`config.mk`:
```
export PLATFORM = sky130hd
export DESIGN_NAME = i2c_sensor_frame_rx
export DESIGN_NICKNAME = d
export VERILOG_FILES = /design/src/rtl/i2c_sensor_frame_rx_pkg.sv /design/src/rtl/i2c_sensor_frame_rx_line_sync.sv /design/src/rtl/i2c_sensor_frame_rx.sv
export SDC_FILE = /design/constraint.sdc
export NUM_CORES = 1
export LEC_CHECK = 0
export BUFFER_PORTS_ARGS = -buffer_cell sky130_fd_sc_hd__buf_2
export CAP_MARGIN = 25
export CORE_MARGIN = 3
export CORE_UTILIZATION = 35
export CTS_CLUSTER_DIAMETER = 40
export CTS_CLUSTER_SIZE = 14
export DETAILED_ROUTE_END_ITERATION = 12
export RECOVER_POWER = 25
export SYNTH_ARGS = -nofsm -noshare
export SYNTH_HDL_FRONTEND = slang
export SYNTH_SLANG_ARGS = --single-unit
```
`constraint.sdc`:
```
create_clock -name clk -period 5.48 [get_ports clk]
set_input_delay 0.822 -clock clk [delete_from_list [all_inputs] [get_ports clk]]
set_output_delay 0.822 -clock clk [all_outputs]
set_load 0.02 [all_outputs]
```
`src/rtl/i2c_sensor_frame_rx_pkg.sv`:
```
// Shared types and constants for the I2C sensor frame receiver.
package i2c_rx_pkg;

   localparam int unsigned ADDR_W = 7;

   // Entry 0 sits in the LSBs.
   localparam logic [3*ADDR_W-1:0] DEFAULT_ADDRS_C = {7'h7A, 7'h79, 7'h78};

   typedef enum logic [2:0] {
      ST_IDLE,
      ST_ADDR,
      ST_ADDR_ACK,
      ST_DATA,
      ST_DATA_ACK,
      ST_WAIT_STOP
   } fsm_state_e;

   typedef enum logic [1:0] {
      EV_NONE,
      EV_START,
      EV_STOP
   } bus_event_e;

endpackage

```
`src/rtl/i2c_sensor_frame_rx_line_sync.sv`:
```
// SCL/SDA synchroniser with SCL-rise and START/STOP detection on the synchronised lines.
module i2c_line_sync
   import i2c_rx_pkg::*;
#(
   parameter int unsigned SYNC_STAGES = 2
) (
   input  logic       clk,
   input  logic       rst,
   input  logic       scl,
   input  logic       sda_in,
   output logic       scl_rise,
   output logic       sda_s,
   output bus_event_e bus_evt
);

   logic [SYNC_STAGES-1:0] scl_sync_q, scl_sync_d;
   logic [SYNC_STAGES-1:0] sda_sync_q, sda_sync_d;
   logic                   scl_prev_q, scl_prev_d;
   logic                   sda_prev_q, sda_prev_d;
   logic                   scl_s;

   assign scl_s = scl_sync_q[SYNC_STAGES-1];
   assign sda_s = sda_sync_q[SYNC_STAGES-1];

   always_comb begin
      scl_sync_d = {scl_sync_q[SYNC_STAGES-2:0], scl};
      sda_sync_d = {sda_sync_q[SYNC_STAGES-2:0], sda_in};
      scl_prev_d = scl_s;
      sda_prev_d = sda_s;
   end

   always_ff @(posedge clk) begin
      if (rst) begin
         scl_sync_q <= '1;
         sda_sync_q <= '1;
         scl_prev_q <= 1'b1;
         sda_prev_q <= 1'b1;
      end else begin
         scl_sync_q <= scl_sync_d;
         sda_sync_q <= sda_sync_d;
         scl_prev_q <= scl_prev_d;
         sda_prev_q <= sda_prev_d;
      end
   end

   // SCL must be high on both samples so a simultaneous SCL fall is never a bus event.
   always_comb begin
      scl_rise = scl_s & ~scl_prev_q;
      bus_evt  = EV_NONE;
      if (scl_s && scl_prev_q && (sda_prev_q != sda_s)) begin
         bus_evt = sda_s ? EV_STOP : EV_START;
      end
   end

endmodule

```
`src/rtl/i2c_sensor_frame_rx.sv`:
```
// Multi-channel I2C frame snooper: address match against a programmable table,
// payload assembly, single-entry valid/ready output with overrun reporting.
module i2c_sensor_frame_rx
   import i2c_rx_pkg::*;
#(
   parameter int unsigned               NUM_CH        = 3,
   parameter int unsigned               FRAME_BYTES   = 6,
   parameter int unsigned               SYNC_STAGES   = 2,
   parameter logic [NUM_CH*ADDR_W-1:0]  DEFAULT_ADDRS = DEFAULT_ADDRS_C
) (
   input  logic                         clk,
   input  logic                         rst,
   input  logic                         scl,
   input  logic                         sda_in,
   input  logic                         cfg_we,
   input  logic [$clog2(NUM_CH)-1:0]    cfg_idx,
   input  logic [ADDR_W-1:0]            cfg_addr,
   output logic [FRAME_BYTES*8-1:0]     frame_data,
   output logic [$clog2(NUM_CH)-1:0]    frame_ch,
   output logic                         frame_valid,
   input  logic                         frame_ready,
   output logic                         frame_err,
   output logic                         overrun,
   input  logic                         clr_status,
   output logic                         busy
);

   localparam int unsigned CH_W = $clog2(NUM_CH);
   localparam int unsigned BC_W = (FRAME_BYTES > 1) ? $clog2(FRAME_BYTES) : 1;
   localparam int unsigned FW   = FRAME_BYTES * 8;

   logic       scl_rise, sda_s;
   bus_event_e bus_evt;

   i2c_line_sync #(
      .SYNC_STAGES(SYNC_STAGES)
   ) u_sync (
      .clk     (clk),
      .rst     (rst),
      .scl     (scl),
      .sda_in  (sda_in),
      .scl_rise(scl_rise),
      .sda_s   (sda_s),
      .bus_evt (bus_evt)
   );

   fsm_state_e                     state_q, state_d;
   logic [2:0]                     bit_cnt_q, bit_cnt_d;
   logic [BC_W-1:0]                byte_cnt_q, byte_cnt_d;
   logic [7:0]                     shift_q, shift_d;
   logic [FW-1:0]                  buf_q, buf_d;
   logic [CH_W-1:0]                ch_q, ch_d;
   logic [NUM_CH-1:0][ADDR_W-1:0]  addr_tab_q, addr_tab_d;
   logic [FW-1:0]                  frame_data_q, frame_data_d;
   logic [CH_W-1:0]                frame_ch_q, frame_ch_d;
   logic                           frame_valid_q, frame_valid_d;
   logic                           frame_err_q, frame_err_d;
   logic                           overrun_q, overrun_d;

   logic            match;
   logic [CH_W-1:0] match_ch;
   logic [7:0]      new_byte;
   logic            in_frame;
   logic            complete;
   logic            overrun_set;

   // Descending scan so the lowest matching index is the one left standing.
   always_comb begin
      match    = 1'b0;
      match_ch = '0;
      for (int unsigned i = NUM_CH; i > 0; i--) begin
         if (addr_tab_q[i-1] == shift_q[7:1]) begin
            match    = 1'b1;
            match_ch = CH_W'(i - 1);
         end
      end
   end

   always_comb begin
      state_d       = state_q;
      bit_cnt_d     = bit_cnt_q;
      byte_cnt_d    = byte_cnt_q;
      shift_d       = shift_q;
      buf_d         = buf_q;
      ch_d          = ch_q;
      addr_tab_d    = addr_tab_q;
      frame_data_d  = frame_data_q;
      frame_ch_d    = frame_ch_q;
      frame_valid_d = frame_valid_q;
      frame_err_d   = 1'b0;
      overrun_d     = overrun_q;
      complete      = 1'b0;
      overrun_set   = 1'b0;
      new_byte      = {shift_q[6:0], sda_s};
      in_frame      = (state_q == ST_ADDR) || (state_q == ST_ADDR_ACK) ||
                      (state_q == ST_DATA) || (state_q == ST_DATA_ACK);

      if (cfg_we && (32'(cfg_idx) < NUM_CH)) begin
         addr_tab_d[cfg_idx] = cfg_addr;
      end

      if (bus_evt == EV_START) begin
         frame_err_d = in_frame;
         state_d     = ST_ADDR;
         bit_cnt_d   = '0;
      end else if (bus_evt == EV_STOP) begin
         frame_err_d = in_frame;
         state_d     = ST_IDLE;
      end else if (scl_rise) begin
         case (state_q)
            ST_ADDR: begin
               shift_d   = new_byte;
               bit_cnt_d = bit_cnt_q + 3'd1;
               if (bit_cnt_q == 3'd7) state_d = ST_ADDR_ACK;
            end
            ST_ADDR_ACK: begin
               if (!sda_s && shift_q[0] && match) begin
                  state_d    = ST_DATA;
                  ch_d       = match_ch;
                  byte_cnt_d = '0;
                  bit_cnt_d  = '0;
               end else begin
                  state_d = ST_WAIT_STOP;
               end
            end
            ST_DATA: begin
               shift_d   = new_byte;
               bit_cnt_d = bit_cnt_q + 3'd1;
               if (bit_cnt_q == 3'd7) begin
                  for (int unsigned b = 0; b < FRAME_BYTES; b++) begin
                     if (byte_cnt_q == BC_W'(b)) buf_d[(FRAME_BYTES-1-b)*8 +: 8] = new_byte;
                  end
                  state_d = ST_DATA_ACK;
               end
            end
            ST_DATA_ACK: begin
               if (byte_cnt_q == BC_W'(FRAME_BYTES - 1)) begin
                  complete = 1'b1;
                  state_d  = ST_WAIT_STOP;
               end else if (!sda_s) begin
                  byte_cnt_d = byte_cnt_q + BC_W'(1);
                  bit_cnt_d  = '0;
                  state_d    = ST_DATA;
               end else begin
                  frame_err_d = 1'b1;
                  state_d     = ST_WAIT_STOP;
               end
            end
            default: ;
         endcase
      end

      if (frame_valid_q && frame_ready) frame_valid_d = 1'b0;
      if (complete) begin
         if (!frame_valid_q || frame_ready) begin
            frame_data_d  = buf_q;
            frame_ch_d    = ch_q;
            frame_valid_d = 1'b1;
         end else begin
            overrun_set = 1'b1;
         end
      end
      if (clr_status) overrun_d = 1'b0;
      if (overrun_set) overrun_d = 1'b1;
   end

   always_ff @(posedge clk) begin
      if (rst) begin
         state_q       <= ST_IDLE;
         bit_cnt_q     <= '0;
         byte_cnt_q    <= '0;
         shift_q       <= '0;
         buf_q         <= '0;
         ch_q          <= '0;
         addr_tab_q    <= DEFAULT_ADDRS;
         frame_data_q  <= '0;
         frame_ch_q    <= '0;
         frame_valid_q <= 1'b0;
         frame_err_q   <= 1'b0;
         overrun_q     <= 1'b0;
      end else begin
         state_q       <= state_d;
         bit_cnt_q     <= bit_cnt_d;
         byte_cnt_q    <= byte_cnt_d;
         shift_q       <= shift_d;
         buf_q         <= buf_d;
         ch_q          <= ch_d;
         addr_tab_q    <= addr_tab_d;
         frame_data_q  <= frame_data_d;
         frame_ch_q    <= frame_ch_d;
         frame_valid_q <= frame_valid_d;
         frame_err_q   <= frame_err_d;
         overrun_q     <= overrun_d;
      end
   end

   assign frame_data  = frame_data_q;
   assign frame_ch    = frame_ch_q;
   assign frame_valid = frame_valid_q;
   assign frame_err   = frame_err_q;
   assign overrun     = overrun_q;
   assign busy        = (state_q != ST_IDLE);

endmodule

```
After elaboration in Yosys (flattened, before gate mapping)
Index checks and enable logic that the tools add are counted.
{"block": "totals", "reg_bits": 147, "elab_cells": 138}
{"block": "classes", "add_sub_neg": 2, "n_lt_le_gt_ge": 3, "eq_ne": 23, "mux": 45, "n_bitwise": 4, "n_reduce_logical": 37}
{"op": "$reduce_and A6 Y1", "n": 7}
{"op": "$mux W3", "n": 10}
{"op": "$mux W1", "n": 24}
{"op": "$bwmux W21", "n": 1}
{"op": "$eq A7 B7 Y1", "n": 3}
{"op": "$demux W7 S2", "n": 1}
{"op": "$eq A3 B2 Y1 const B", "n": 4}
{"op": "$eq A3 B3 Y1 const B", "n": 4}
{"op": "$pmux W3 S4", "n": 1}
{"op": "$reduce_and A4 Y1", "n": 3}
{"op": "$mux W2", "n": 5}
{"op": "$pmux W3 S3", "n": 1}
{"op": "$reduce_bool A3 Y1", "n": 3}
{"op": "$ne A4 B1 Y1 const B", "n": 2}
{"op": "$logic_and A1 B1 Y1", "n": 7}
{"op": "$mux W7", "n": 1}
{"op": "$reduce_and A7 Y1", "n": 1}
{"op": "$add A3 B1 Y3 const B", "n": 2}
{"op": "$eq A3 B1 Y1 const B", "n": 2}
{"op": "$ne A2 B1 Y1 const B", "n": 3}
{"op": "$pmux W3 S2", "n": 1}
{"op": "$reduce_bool A6 Y1", "n": 1}
{"op": "$reduce_and A5 Y1", "n": 1}
{"op": "$logic_or A1 B1 Y1", "n": 4}
{"op": "16 further kinds", "n": 22}

Longest topological paths before layout
Gate-level depths: netlist of the first run.
{"block": "logic_depth", "word_depth": 10, "mapped_depth": 8, "depth_no_buf": 8}

Cells and area by module
A second synthesis of the first run with hierarchy kept.
{"block": "hier_totals", "hier_cells": 623, "hier_area_um2": 6012.0}
{"module": "i2c_sensor_frame_rx", "instances": 1, "cells_per_inst": 608, "area_per_inst_um2": 5828.1, "seq_area_each_um2": 2822.7}
{"module": "i2c_line_sync", "instances": 1, "cells_per_inst": 15, "area_per_inst_um2": 183.9, "seq_area_each_um2": 120.1}

Worst setup path after synthesis of the first run
No wires, ideal clock.
{"block": "synth_timing", "path_kind": "in2reg", "startpoint": "input port cfg_idx[1]", "endpoint": "register addr_tab_q[4] (netlist bit)", "setup_ns": 0.120, "arrival_ns": 1.722, "required_ns": 5.360, "path_slack_ns": 3.639, "path_stages": 4, "n_path_buf": 1, "path_cell_list": "nor3b_1 -> clkbuf_1 -> nor2b_1 -> a211o_1"}
{"block": "synth_between", "elab_chain_len": 5, "word_cells_on_any_way": 8, "classes_between": "3 x order compare; 3 x mux; 2 x reduce/logical"}
{"element": "start: declaration", "line_no": "i2c_sensor_frame_rx.sv:16", "rtl": "input logic [$clog2(NUM_CH)-1:0] cfg_idx,"}
{"element": "$lt A2 B3 Y1 (not written as such) or $ge A2 B1 Y1 (tied branches)", "line_no": "i2c_sensor_frame_rx.sv:99", "rtl": "addr_tab_d[cfg_idx] = cfg_addr;"}
{"element": "$logic_and A1 B1 Y1 (not written as such)", "line_no": "i2c_sensor_frame_rx.sv:99"}
{"element": "$mux W7 (not written as such)", "line_no": "i2c_sensor_frame_rx.sv:99"}
{"element": "$demux W7 S2", "line_no": "i2c_sensor_frame_rx.sv:99"}
{"element": "$bwmux W21", "line_no": "i2c_sensor_frame_rx.sv:99"}
{"element": "end signal: assignment", "line_no": "i2c_sensor_frame_rx.sv:188", "rtl": "addr_tab_q <= addr_tab_d;"}
{"element": "end: declaration", "line_no": "i2c_sensor_frame_rx.sv:53", "rtl": "logic [NUM_CH-1:0][ADDR_W-1:0] addr_tab_q, addr_tab_d;"}
Parallel ways exist; a longest one is shown, timed or not.
A chain may end at the register's enable or synchronous reset.

Worst setup path in the final report of the first run
{"block": "layout_timing", "startpoint": "register state_q[0]", "endpoint": "register buf_q[35]"}
{"block": "layout_between", "elab_chain_len": 2}
{"element": "start: declaration", "line_no": "i2c_sensor_frame_rx.sv:47", "rtl": "fsm_state_e state_q, state_d;"}
{"element": "start signal: assignment", "line_no": "i2c_sensor_frame_rx.sv:182", "rtl": "state_q <= state_d;"}
{"element": "$eq A3 B2 Y1", "line_no": "i2c_sensor_frame_rx.sv:110", "rtl": "case (state_q)"}
{"element": "$reduce_and A6 Y1 (no line)"}
{"element": "end signal: assignment", "line_no": "i2c_sensor_frame_rx.sv:186", "rtl": "buf_q <= buf_d;"}
{"element": "end: declaration", "line_no": "i2c_sensor_frame_rx.sv:51", "rtl": "logic [FW-1:0] buf_q, buf_d;"}
Every way passes these cells.

==> results of run 1 <==
-- how the worst min path moves through the flow --
stage / cells after the start / to / slack (ns)
final: 1 / u_sync.sda_sync_q[1]$_SDFF_PP1_ / 0.40
after global routing: 1 / u_sync.scl_sync_q[1]$_SDFF_PP1_ / 0.42
after CTS: 1 / u_sync.scl_sync_q[1]$_SDFF_PP1_ / 0.41
after detailed placement: 1 / u_sync.scl_sync_q[1]$_SDFF_PP1_ / 0.39
after global placement: 1 / u_sync.sda_sync_q[1]$_SDFF_PP1_ / 0.40
after floorplan: 1 / u_sync.scl_sync_q[1]$_SDFF_PP1_ / 0.39
-- cell families after synthesis --
family / Yosys count
AND/OR/NAND/NOR: 285
flip-flops: 147
AO/OA/AOI/OAI: 95
multiplexers: 58
buffers and inverters: 56
XOR/XNOR: 22
adder cells (fa/ha/maj): 7
-- final cells by class --
class | count | area [µm²]
Clock buffer | 23 | 478
Tap cell | 220 | 275
Multi-Input combinational cell | 467 | 2740
Timing Repair Buffer | 73 | 340
Fill cell | 1702 | 9680
Sequential cell | 147 | 2940
Clock inverter | 9 | 151
Inverter | 10 | 37.5
-- synthesized netlist by cell type, types with 5 or more instances --
master,n,share of area
inv_1,10,0.0063
and2_1,5,0.0052
buf_4,10,0.013
nor2_1,72,0.045
xnor2_1,10,0.015
a211o_1,9,0.013
nor2b_1,11,0.012
nand2b_1,6,0.0063
nor3_1,5,0.0042
nand2_1,149,0.094
xor2_1,12,0.018
ha_1,7,0.015
buf_2,7,0.0059
or2_2,7,0.0073
dfxtp_1,147,0.49
clkbuf_1,25,0.016
nand3b_1,7,0.0088
mux2i_1,57,0.096
a21oi_1,73,0.061
-- placed cells by master, fill, tap and decap left out, types with 3 or more instances in the layout --
cell type	instances
nand3b_1	7
a211o_1	9
nor2_1	72
a31oi_1	3
inv_1	10
mux2i_1	57
clkbuf_1	49
or3_1	3
xnor2_1	10
xor2_1	12
nand2_1	149
clkbuf_16	17
nor2_4	4
a21oi_1	73
and2_1	5
buf_4	4
or2_2	7
bufinv_16	4
clkinv_2	3
ha_1	7
nor3_1	5
nand4_1	3
dfxtp_1	147
buf_2	22
nand2b_1	6
clkbuf_8	3
nor2b_1	11
-- through the flow --
step | utilization | area (µm²)
2_1_floorplan | - | 5960
3_3_place_gp | 0.382 | 6360
3_5_place_dp | 0.384 | 6390
4_1_cts | 0.422 | 7020
5_1_grt | 0.418 | 6960
6_report | 0.418 | 6960
-- state kept, by name, summed over array words and instances (netlist names) --
signal,count
frame_ch,2
bit_cnt_q,3
frame_valid,1
state_q,3
frame_err,1
u_sync.scl_sync_q,2
u_sync.sda_prev_q,1
shift_q,8
ch_q,2
byte_cnt_q,3
u_sync.scl_prev_q,1
overrun,1
addr_tab_q,21
buf_q,48
frame_data,48
u_sync.sda_sync_q,2
-- power groups by stage --
stage | Clock (mW) | Sequential [mW] | Combinational [mW]
after global placement | 0 | 1.11 | 0.0583
after CTS | 1.25 | 1.09 | 0.0585
after floorplan | 0 | 1.11 | 0.0452
final | 1.23 | 1.09 | 0.0575
after detailed placement | 0 | 1.11 | 0.0583
after global routing | 1.30 | 1.09 | 0.0644
-- worst max-delay path, cell delays in order, from the launching register on --
cell and delay [ns]:
dfxtp_1 0.62, and4bb_1 0.60, nand3_4 0.16, nor2_1 0.21, and2_1 0.48, mux2i_1 0.24, nor2_1 0.06
-- routing by layer --
metal	global-route usage	share of wire	wire, µm	vias up
li1	-	-	-	2311
met1	0.201	0.50	6600	2045
met2	0.225	0.44	5770	81
met3	0.0371	0.042	557	14
met4	0.0498	0.016	213	0
met5	0	0	0	-
==> summary.txt, run 1 <==
Outcome
  • Status: finished, final reports clean

Timing
  • Crit path time final: ~2.5 ns
  • Fin. Hold Viols: 0
  • Setup WS post-layout: roughly 3.0 ns
  • Slew headroom: 0.364
  • Worst Tran Pin Value: roughly 0.95 ns
  • Final Slew Violations: 0
  • Final TNS setup: 0 ns
  • Worst clock skew: around 0.011 ns
  • Max Fclk: just under 400 MHz
  • Final setup fails: 0
  • Hold WS: 0.404 ns
  • Unrepaired setup endpoints after global routing: no
  • Final worst-path cycle share: 0.461

Drt
  • Iter 0 DRT Violations: 240
  • Residual DRC: 0
  • Vias: about 4500
  • Drt wl/cell: about 14 µm
  • 1st-pass router iterations: 4
  • DRT Wirelength: 13.1 mm
  • Routed Antenna Nets: 0
  • Via density: approximately 4.7

Pwr
  • Logic pwr share: 0.024
  • Cell Int Power: around 1.9 mW
  • Clock power share: 0.518
  • Net Switching: ~0.48 mW
  • Leak: 2.50 nW
  • Pwr Total: between 2 and 2.5 mW
  • Power per cell area: about 340 nW/µm²
  • Switching share of power: 0.200
  • Sequential power share: 0.458
  • Worst vdd ir: about 210 µV

Clocking
  • PostCTS Resize Cnt: 0
  • Post-CTS setup buffer count: 0
  • Sinks on the clock net: around 150
  • CTS tree: built
  • Hold bufs inserted after CTS: 0
  • CTS Buf Count: 17
  • Clk slew on worst S/H paths: roughly 0.06 ns
  • Clock tree buffer depth: 2
  • Skew-Pair Late Insertion Delay: 0.42 ns
  • Htree depth: 4
  • CTS Root Cell: clkbuf_16

Synthesis
  • Synthesized instance count: 670
  • Netlist cell types: between 40 and 50
  • FFs w/ async S/R, synth: 0
  • Xor/xnor cell area share of the yosys netlist: 0.0323
  • Yosys reg bits: 147
  • Post-Synth Adder-Cell Area: 0.0147
  • Post-synth EDFFs: 0
  • Multiplexer share of the synthesized area: 0.0976
  • Synthesized net count: approximately 700
  • Seq/Total Area, Yosys: 0.494
  • Compound-Gate Fraction of Synth Area: 0.0919
  • Syn. warnings: 0
  • Top FF cell, synth: dfxtp_1
  • Syn_area_per_cell: 8.90 µm²
  • Cell Area, Synth: ~6000 µm²
  • Main combinational cell family by area after synthesis: simple AND/OR/NAND/NOR gates
  • Area share of and/or/nand/nor cells after synthesis: 0.222

GRT
  • Pin count of the biggest net entering global routing: between 90 and 100
  • Vias in the first global route: roughly 4200
  • First-pass GRT wire length: about 22 mm
  • Initial antenna violation count: 0
  • GR Overflow Total: 0
  • All-Layer GR Usage: 0.147

Flow run
  • Max-cap check violation count: 0

Placed design
  • Port Buffers: 69
  • Routability-driven placement congestion ratio: 0.811
  • Hpwl dp: about 8.5 mm
  • Place WS: 2.97 ns
  • Dpl cells: between 900 and 1000

Floorplanning
  • Rows: 47
  • Io pins: 70
  • Die area: 18600 µm²
  • Core Region: roughly 17000 µm²
  • Die Wd: 137 µm
  • Initial core utilization: 0.358
  • Die Span Y: between 100 and 150 µm

Critical path
  • R2R depth: 6
  • CP Max Fanout: 12
  • CP endpoint kind: flop
  • Worst setup startpoint: state_q[0]$_SDFFE_PP0P_
  • CP Launch Type: flop
  • RR Endpoint: buf_q[35]$_SDFFE_PP0P_
  • CP Capture Point: buf_q[35]$_SDFFE_PP0P_
  • Worst path arrival time: between 2 and 3 ns
  • CP Class: reg -> reg
  • Reg-to-reg setup timing slack: roughly 3.0 ns
  • Crit path required time: ~5.8 ns
  • R2R Path Start: state_q[0]$_SDFFE_PP0P_

Final layout
  • Synth-to-Final Area Change: 16.8%
  • Layout cells sized above 1: 0.104
  • Layout Cells excl Fill: 949
  • Ant. Diodes: 0
  • Fin nets: around 740

Worst hold path
  • Hold Path Origin: u_sync.sda_sync_q[0]$_SDFF_PP1_
  • Worst min path class: reg -> reg
Note: power is estimated with default switching activity, not from simulation.
==> run 2: changes to the inputs <==
Clock period 5.48 ns to 2.2 ns, I/O delays scaled along.
==> run 2 against run 1 <==
  * Worst setup slack worse by 2.7 ns
  * Via count up 2.8%
  * Clock power up 140%
  * Die area unchanged
  * Largest cell class unchanged
  * Register-to-register slack lost 2.7 ns
  * Critical path depth is 2 higher
  * Maximum frequency rose by 28%
==> summary.txt, run 2 (synthesis gave the netlist of run 1 again) <==
Drt
  • Residual DRC: 0 (unchanged)
  • DRT Wirelength: 13.6 mm (+3.4%)
  • Via density: 4.70 (+0.25%)
  • Drt wl/cell: 14.0 µm (+0.89%)
  • 1st-pass router iterations: 4 (unchanged)
  • Routed Antenna Nets: 0 (unchanged)
  • Vias: 4575 (+2.8%)
  • Iter 0 DRT Violations: 204 (-15%)

Timing
  • Worst clock skew: 0.00690 ns (-0.00427 ns)
  • Fin. Hold Viols: 0 (unchanged)
  • Unrepaired setup endpoints after global routing: no
  • Slew headroom: 0.155 (-0.210)
  • Final TNS setup: 0 ns (unchanged)
  • Max Fclk: 507 MHz (+28%)
  • Crit path time final: 1.97 ns (-0.553 ns)
  • Final worst-path cycle share: 0.897 (+0.436)
  • Worst Tran Pin Value: 1.27 ns (+0.314 ns)
  • Final Slew Violations: 0 (unchanged)
  • Setup WS post-layout: 0.227 ns (-2.73 ns)
  • Final setup fails: 0 (unchanged)

Final layout
  • Layout cells sized above 1: 0.162 (+0.0578)
  • Ant. Diodes: 0 (unchanged)
  • Most frequent cells in the layout: nand2_1, dfxtp_1, a21oi_1, nor2_1, mux2i_1
  • Synth-to-Final Area Change: 19.9%
  • Most common cell after layout, fill and taps aside: nand2_1
  • Final instance area: 7150 µm² (+2.6%)
  • Fin nets: 763 (+3.2%)
  • FILL cells: 1667 (-2.1%)
  • Final core occ: 0.429 (+0.0111)

Placed design
  • Dpl cell area: 6580 µm² (+2.9%)
  • Place WS: 0.259 ns (-2.72 ns)
  • Routability-driven placement congestion ratio: 0.854 (+5.3%)
  • Hpwl dp: 9.31 mm (+10%)
  • Port Buffers: 69 (unchanged)

GRT
  • First-pass GRT wire length: 22.1 mm (+2.4%)
  • Pin count of the biggest net entering global routing: 66 (-30%)
  • Top Usage Layer GRT: met2
  • GR Overflow Total: 0 (unchanged)
  • M1 GR Usage: 0.212 (+0.0104)
  • All-Layer GR Usage: 0.152 (+0.00483)
  • Met2 usage: 0.226 (+0.000821)
  • Met3 Track Usage GR: 0.0471 (+0.00993)
  • Initial antenna violation count: 0 (unchanged)
  • Vias in the first global route: 4309 (+1.9%)

Pwr
  • Power per cell area: 818 nW/µm² (+140%)
  • Pwr Total: 5.84 mW (+150%)
  • Worst vdd ir: 582 µV (+170%)
  • Leak: 2.71 nW (+8.4%)

Critical path
  • Crit-path max cell delay: 0.39 ns (-0.23 ns)
  • CP top delay family: simple AND/OR/NAND/NOR gates
  • Crit path required time: 2.51 ns (-3.24 ns)
  • CP Launch Type: flop
  • Worst path arrival time: 2.28 ns (-0.51 ns)
  • CP Buf/Inv Count: 1 (+1)
  • CP endpoint kind: flop
  • Cells along the critical path: inv_1 -> ha_1 -> nand3_1 -> a2bb2oi_1 -> o21ai_2 -> nor4_4 -> nand2_1 -> mux2_1
  • Slowest cell on crit path: dfxtp_1
  • CP Max Fanout: 4 (-8)
  • R2R Path Start: byte_cnt_q[1]$_SDFFE_PP0P_
  • R2R depth: 8 (+2)
  • Reg-to-reg setup timing slack: 0.23 ns (-2.73 ns)
  • RR Endpoint: byte_cnt_q[2]$_SDFFE_PP0P_
  • CP Class: reg -> reg

Worst hold path
  • Worst min path class: in -> reg
  • Hold Path Sink: u_sync.sda_sync_q[0]$_SDFF_PP1_
  • Hold Path Origin: sda_in
  • Worst Hold Depth: 2 (+1)

Floorplanning
  • Die Wd: 137 µm (unchanged)
  • Io pins: 70 (unchanged)
  • Die Span Y: 137 µm (unchanged)
  • Rows: 47 (unchanged)
  • Initial core utilization: 0.358 (unchanged)
  • Die area: 18600 µm² (unchanged)
  • Core Region: 16600 µm² (unchanged)

Clocking
  • CTS Root Cell: clkbuf_16
  • Sinks on the clock net: 147 (unchanged)
  • Clock tree buffer depth: 2 (unchanged)
  • Skew-Pair Late Insertion Delay: 0.42 ns (about the same)
  • Htree depth: 4 (unchanged)
  • Post-CTS setup buffer count: 0 (unchanged)
  • PostCTS Resize Cnt: 0 (unchanged)
  • CTS Buf Count: 17 (unchanged)
  • CTS tree: built
  • Hold bufs inserted after CTS: 0 (unchanged)
  • Clk slew on worst S/H paths: 0.06 ns (about the same)

Flow run
  • Max-cap check violation count: 0 (unchanged)

Outcome
  • Status: finished, final reports clean
-- run 2: changes by cell type in the layout (fill, tap and decap cells not counted), sizes merged --
cell | previous run | this run
buf | 27 | 72
clkinvlp | 1 | 2
bufinv | 4 | 3
clkbuf | 69 | 49
clkinv | 4 | 3
-- run 2: layout make-up --
| class | count | area (µm²) | area share |
|---|---|---|---|
| clock inverter | 8 | 124 | 0.0173 |
| multi-input combinational | 467 | 2740 | 0.383 |
| timing repair buffer | 97 | 538 | 0.0753 |
| tap | 220 | 275 | 0.0385 |
| sequential | 147 | 2940 | 0.412 |
| inverter | 10 | 37.5 | 0.00525 |
| clock buffer | 24 | 492 | 0.0688 |
-- run 2: layer usage --
layer,share of wire,up-vias,routed length [µm]
met2,0.45,100,6110
met5,0,-,0
li1,-,2347,-
met4,0.0077,0,105
met3,0.049,10,660
met1,0.49,2118,6720
-- run 2: how the worst max path moves through the flow --
stage                                     startpoint                         end  slack, ns  cells past startpoint
after global routing      byte_cnt_q[1]$_SDFFE_PP0P_  byte_cnt_q[2]$_SDFFE_PP0P_       0.08                      8
after floorplan           byte_cnt_q[1]$_SDFFE_PP0P_  byte_cnt_q[2]$_SDFFE_PP0P_       0.43                      8
final                     byte_cnt_q[1]$_SDFFE_PP0P_  byte_cnt_q[2]$_SDFFE_PP0P_       0.23                      8
after CTS                 byte_cnt_q[1]$_SDFFE_PP0P_  byte_cnt_q[2]$_SDFFE_PP0P_       0.24                      8
after detailed placement  byte_cnt_q[1]$_SDFFE_PP0P_  byte_cnt_q[2]$_SDFFE_PP0P_       0.26                      8
after global placement    byte_cnt_q[1]$_SDFFE_PP0P_  byte_cnt_q[2]$_SDFFE_PP0P_       0.29                      8
-- run 2: where the power goes --
group          leakage (nW)  switching (mW)  internal [mW]  total [mW]
Sequential             1.19          0.0184           2.69        2.70
Clock                 0.296            1.08           1.90        2.98
Combinational          1.22          0.0972         0.0570       0.154
-- run 2: metrics by stage --
stage,cells,hold WS (ns)
floorplan,670,0.389
global placement,941,0.396
detailed placement,941,0.395
CTS,973,0.0833
global route,973,0.0882
finish,973,0.0955
